### config.mk
export PLATFORM = sky130hd
export DESIGN_NAME = serial_add
export DESIGN_NICKNAME = d
export VERILOG_FILES = /design/src/rtl/serial_add_pkg.sv /design/src/rtl/serial_add_full_add.sv /design/src/rtl/serial_add.sv
export SDC_FILE = /design/constraint.sdc
export NUM_CORES = 1
export LEC_CHECK = 0
export CAP_MARGIN = 20
export CORE_UTILIZATION = 55
export DETAILED_ROUTE_END_ITERATION = 8
export PLACE_DENSITY = 0.8
export SYNTH_ARGS = -nofsm -noshare
export SYNTH_HDL_FRONTEND = slang
export SYNTH_SLANG_ARGS = --single-unit
### constraint.sdc
create_clock -name clk -period 3.7 [get_ports clk]
set_input_delay 0.74 -clock clk [delete_from_list [all_inputs] [get_ports clk]]
set_output_delay 0.74 -clock clk [all_outputs]
set_load 0.005 [all_outputs]
### src/rtl/serial_add_pkg.sv
// serial_add_pkg
//   Shared definitions for the bit-serial adder: FSM state encoding,
//   default operand width and the bit-counter width helper.
//   No ports; imported by serial_add.
package serial_add_pkg;

  localparam int DEFAULT_WIDTH = 8;

  // Encoding 2'd3 is unused; the FSM sends it back to ST_IDLE.
  typedef enum logic [1:0] {
    ST_IDLE = 2'd0,
    ST_RUN  = 2'd1,
    ST_DONE = 2'd2
  } state_t;

  // One extra bit so the counter can hold WIDTH itself without wrapping.
  function automatic int cnt_width(input int width);
    return $clog2(width) + 1;
  endfunction

endpackage

### src/rtl/serial_add_full_add.sv
// full_add
//   Purely combinational one-bit full adder made of two half-adder stages
//   and an OR on the two partial carries. Used as the serial slice.
//   Ports:
//     a, b  : operand bits
//     ci    : carry in
//     s     : sum bit
//     co    : carry out
module full_add (
  input  logic a,
  input  logic b,
  input  logic ci,
  output logic s,
  output logic co
);

  logic p_ab;
  logic g_ab;
  logic g_pc;

  // first half adder: a + b
  assign p_ab = a ^ b;
  assign g_ab = a & b;

  // second half adder: (a ^ b) + ci
  assign s    = p_ab ^ ci;
  assign g_pc = p_ab & ci;

  // the two partial carries can never both be 1, so OR is exact
  assign co   = g_ab | g_pc;

endmodule

### src/rtl/serial_add.sv
// serial_add
//   Bit-serial adder: {cy, s} = a + b + cin, one bit per clock, LSB first.
//   A single full_add slice plus a registered carry does the arithmetic.
//   Results are held stable between operations.
//   Ports:
//     clk    : clock, rising edge
//     rst_n  : asynchronous active-low reset
//     start  : request, honoured in IDLE or DONE
//     a, b   : WIDTH-bit operands, captured on the accepting edge
//     cin    : carry in, captured on the accepting edge
//     busy   : high while bits are being processed
//     done   : one-cycle pulse when s/cy/ov hold a new result
//     s      : registered sum
//     cy     : registered carry out of the MSB
//     ov     : registered two's-complement overflow
//
//   state   | meaning
//   --------+------------------------------------------------------
//   IDLE    | waiting for start; outputs hold the last result
//   RUN     | one operand bit per edge through the slice
//   DONE    | result just committed; start here chains the next op
module serial_add
  import serial_add_pkg::*;
#(
  parameter  int WIDTH = DEFAULT_WIDTH,
  localparam int CNT_W = cnt_width(WIDTH)
) (
  input  logic             clk,
  input  logic             rst_n,
  input  logic             start,
  input  logic [WIDTH-1:0] a,
  input  logic [WIDTH-1:0] b,
  input  logic             cin,
  output logic             busy,
  output logic             done,
  output logic [WIDTH-1:0] s,
  output logic             cy,
  output logic             ov
);

  state_t           state;
  logic [WIDTH-1:0] sa;
  logic [WIDTH-1:0] sb;
  logic [WIDTH-1:0] sr;
  logic             carry;
  logic [CNT_W-1:0] count;

  logic             sum_bit;
  logic             co;
  logic [WIDTH-1:0] sr_next;
  logic             last_bit;

  full_add u_slice (
    .a  (sa[0]),
    .b  (sb[0]),
    .ci (carry),
    .s  (sum_bit),
    .co (co)
  );

  // Sum bits enter at the MSB, so after WIDTH shifts bit 0 is the LSB.
  assign sr_next  = {sum_bit, sr[WIDTH-1:1]};
  assign last_bit = (count == CNT_W'(WIDTH - 1));

  always_ff @(posedge clk or negedge rst_n) begin
    if (!rst_n) begin
      state <= ST_IDLE;
      sa    <= '0;
      sb    <= '0;
      sr    <= '0;
      carry <= 1'b0;
      count <= '0;
      busy  <= 1'b0;
      done  <= 1'b0;
      s     <= '0;
      cy    <= 1'b0;
      ov    <= 1'b0;
    end else begin
      case (state)
        ST_IDLE, ST_DONE: begin
          done <= 1'b0;
          if (start) begin
            sa    <= a;
            sb    <= b;
            sr    <= '0;
            carry <= cin;
            count <= '0;
            busy  <= 1'b1;
            state <= ST_RUN;
          end else begin
            state <= ST_IDLE;
          end
        end

        ST_RUN: begin
          // start is deliberately ignored here
          sa    <= sa >> 1;
          sb    <= sb >> 1;
          sr    <= sr_next;
          carry <= co;
          count <= count + CNT_W'(1);
          if (last_bit) begin
            s     <= sr_next;
            cy    <= co;
            // carry into the MSB slice is the registered carry right now
            ov    <= carry ^ co;
            busy  <= 1'b0;
            done  <= 1'b1;
            state <= ST_DONE;
          end
        end

        default: begin
          state <= ST_IDLE;
          busy  <= 1'b0;
          done  <= 1'b0;
        end
      endcase
    end
  end

endmodule

==> metrics.txt <==
total track usage ~19%; Post-Route WL about 2.8 mm; PnR worst setup slack 1.64 ns; Post-route DRC 0; 1st-iter DRT viols 27; Slowest cell on crit path clkdlybuf4s50_1; Post-DRT Antenna Nets 0; Final Instance Area 2140 um^2; Tcrit/Tclk final 55.8%; vias in the first global route 1065; drt pass-1 iters 3; critical path class reg2out; Syn-to-layout area delta 21.1%; Hold Path Sink count[3]; CP endpoint kind primary output; post-synth cell types 22; RSZ-0062 raised after global routing false; Critical Path Max Stage Delay ~0.54 ns; worst hold path startpoint count[3]; CTS tree done; # port buffers 31; most frequent cells in the layout dfrtp_1, clkdlybuf4s50_1, a22o_1; via/cell ratio 5.55; pre-CTS setup slack 1.54 ns; Tot Pwr 1.73 mW; register bit count reported by yosys 41; CP Cell Sequence clkdlybuf4s50_1; layout cells sized above 1 between 10% and 20%; Final Skew 0.00691 ns; Hold Fails Final Rpt 0; largest net degree at the start of global routing 42; fin cells 194; peak supply drop 0.458 mV; initial antenna violation count 0; gpl congestion about 0.71; Slew Limit Fails 0; setup TNS 0 ns; max cap viols 0; Worst Path Required 2.96 ns; DIE HEIGHT 58.6 um; routed len/inst 14.2 um; mean post-synth cell area 14.9 um^2; buffers and inverters on the worst path 1; fin crit period 2.06 ns; Skew-Pair Late Insertion Delay 0.33 ns; status completed; Arr. time, crit path approximately 1.3 ns; Final setup viols 0; Initial Util 57.7%; Hold Crit Class reg2reg; post-synthesis cell count 118; reg2reg start count[0]; clk sink count 41; Hold-fix buffers, CTS 0; top cell family by delay on the critical path buffers and inverters; TritonCTS buffer count 5; max_slew headroom a little over two fifths; clk slew on worst S/H paths approximately 0.11 ns; CTS Buffer Depth 2; Diodes inserted 0; # rows 20; postcts setup bufs 0; vias after detailed routing 1076; core area 3050 um^2; Resized Gates After CTS 0; leakage between 1 and 1.5 nW; Root Driver clkbuf_4; Power Dens Cells 810 nW/um^2; Final nets roughly 170; Max Fclk 0.484 GHz; Mapped Area about 1800 um^2; most common cell after layout, fill and taps aside dfrtp_1; Worst Reg-to-Reg Cells 4; sequential area share after synthesis 58.2%; yosys warns 0; area post-placement 2080 um^2; global-route wire length before repair 4.73 mm; Remaining Overflow, GRT 0; R2R Path End s[2]; io pins 32; Placed Cells 187; CP Max Fanout 4; Layout fillers 243; Die W between 50 and 60 um; total nets after synthesis 140; Worst Tran Pin Value 0.870 ns; Die ar. between 3000 and 4000 um^2; crit path launch type flop; Hold Crit Depth 1; register-to-register setup slack about 1.8 ns; # H-tree levels 2
==> sequential cells by signal (all words and copies together), names as in the netlist <==
signal  count
sr          7
ov          1
count       4
sa          8
busy        1
sb          8
s           8
state       2
carry       1
cy          1
==> worst max path at each step <==
stage | from | endpoint | depth (start not counted) | slack, ns
after floorplan | start | count[2] | 4 | 2.11
after global placement | start | count[0] | 5 | 1.56
after detailed placement | start | count[0] | 5 | 1.54
after CTS | state[1] | done | 1 | 1.62
after global routing | state[1] | done | 1 | 1.55
final | state[1] | done | 1 | 1.64
==> metrics by stage <==
stage	utilization (%)	hold slack (ns)
after global routing	70.0	0.514
final	70.0	0.490
after detailed placement	68.2	0.470
after floorplan	-	0.444
after CTS	70.0	0.495
after global placement	68.2	0.460
==> cell type report <==
type / instances / area [um^2] / area share (%)
Sequential cell: 41 / 1030 / 48.0
Multi-Input combinational cell: 69 / 679 / 31.8
Clock buffer: 7 / 55.1 / 2.58
Tap cell: 44 / 55.1 / 2.58
Timing Repair Buffer: 33 / 320 / 15.0
==> cell usage after synthesis <==
cell      instances  area, um^2
buf_2             4        20.0
nand3b_1          1        7.51
mux2_2            2        22.5
buf_4             2        15.0
buf_6             2        22.5
and2b_1           1        7.51
fa_1              1        20.0
nor2_8            1        20.0
xor2_1            1        8.76
mux2i_1           2        20.0
dfrtp_1          41        1030
nand4_1           1        6.26
nor2_1            1        3.75
nor3b_4           1        18.8
nand2b_1          1        6.26
mux2_4            9         135
nor2b_2           2        17.5
o21ai_0           1        5.00
a22o_1           26         228
a21o_1           16         120
ha_1              1        12.5
nand3b_4          1        20.0
==> routing by layer <==
layer / global-route usage, % / vias up / wire [um]
li1: - / 502 / -
met1: 23.7 / 539 / 1340
met2: 30.7 / 30 / 1250
met3: 5.93 / 5 / 137
met4: 5.10 / 0 / 34
met5: 0 / - / 0
==> worst register-to-register path, delay by kind of cell (launching register included) <==
kind          cells  cell delay, ns
mux               1            0.41
flops             1            0.40
fa+ha+maj         1            0.25
simple gates      2            0.74
==> logic make-up after synthesis <==
logic type	Yosys count	share of synthesized area, %
buf+inv	8	3.26
compound gates	43	20.0
xor+xnor	1	0.497
simple gates	10	6.10
mux	13	10.1
flops	41	58.2
fa+ha+maj	2	1.85
==> power breakdown <==
group          leakage, nW  switching (mW)  internal [mW]
combinational        0.522           0.283          0.450
clock               0.0314           0.128         0.0898
sequential           0.518           0.135          0.643
total                 1.07           0.547           1.18
Note: power is estimated with default switching activity, not from simulation.
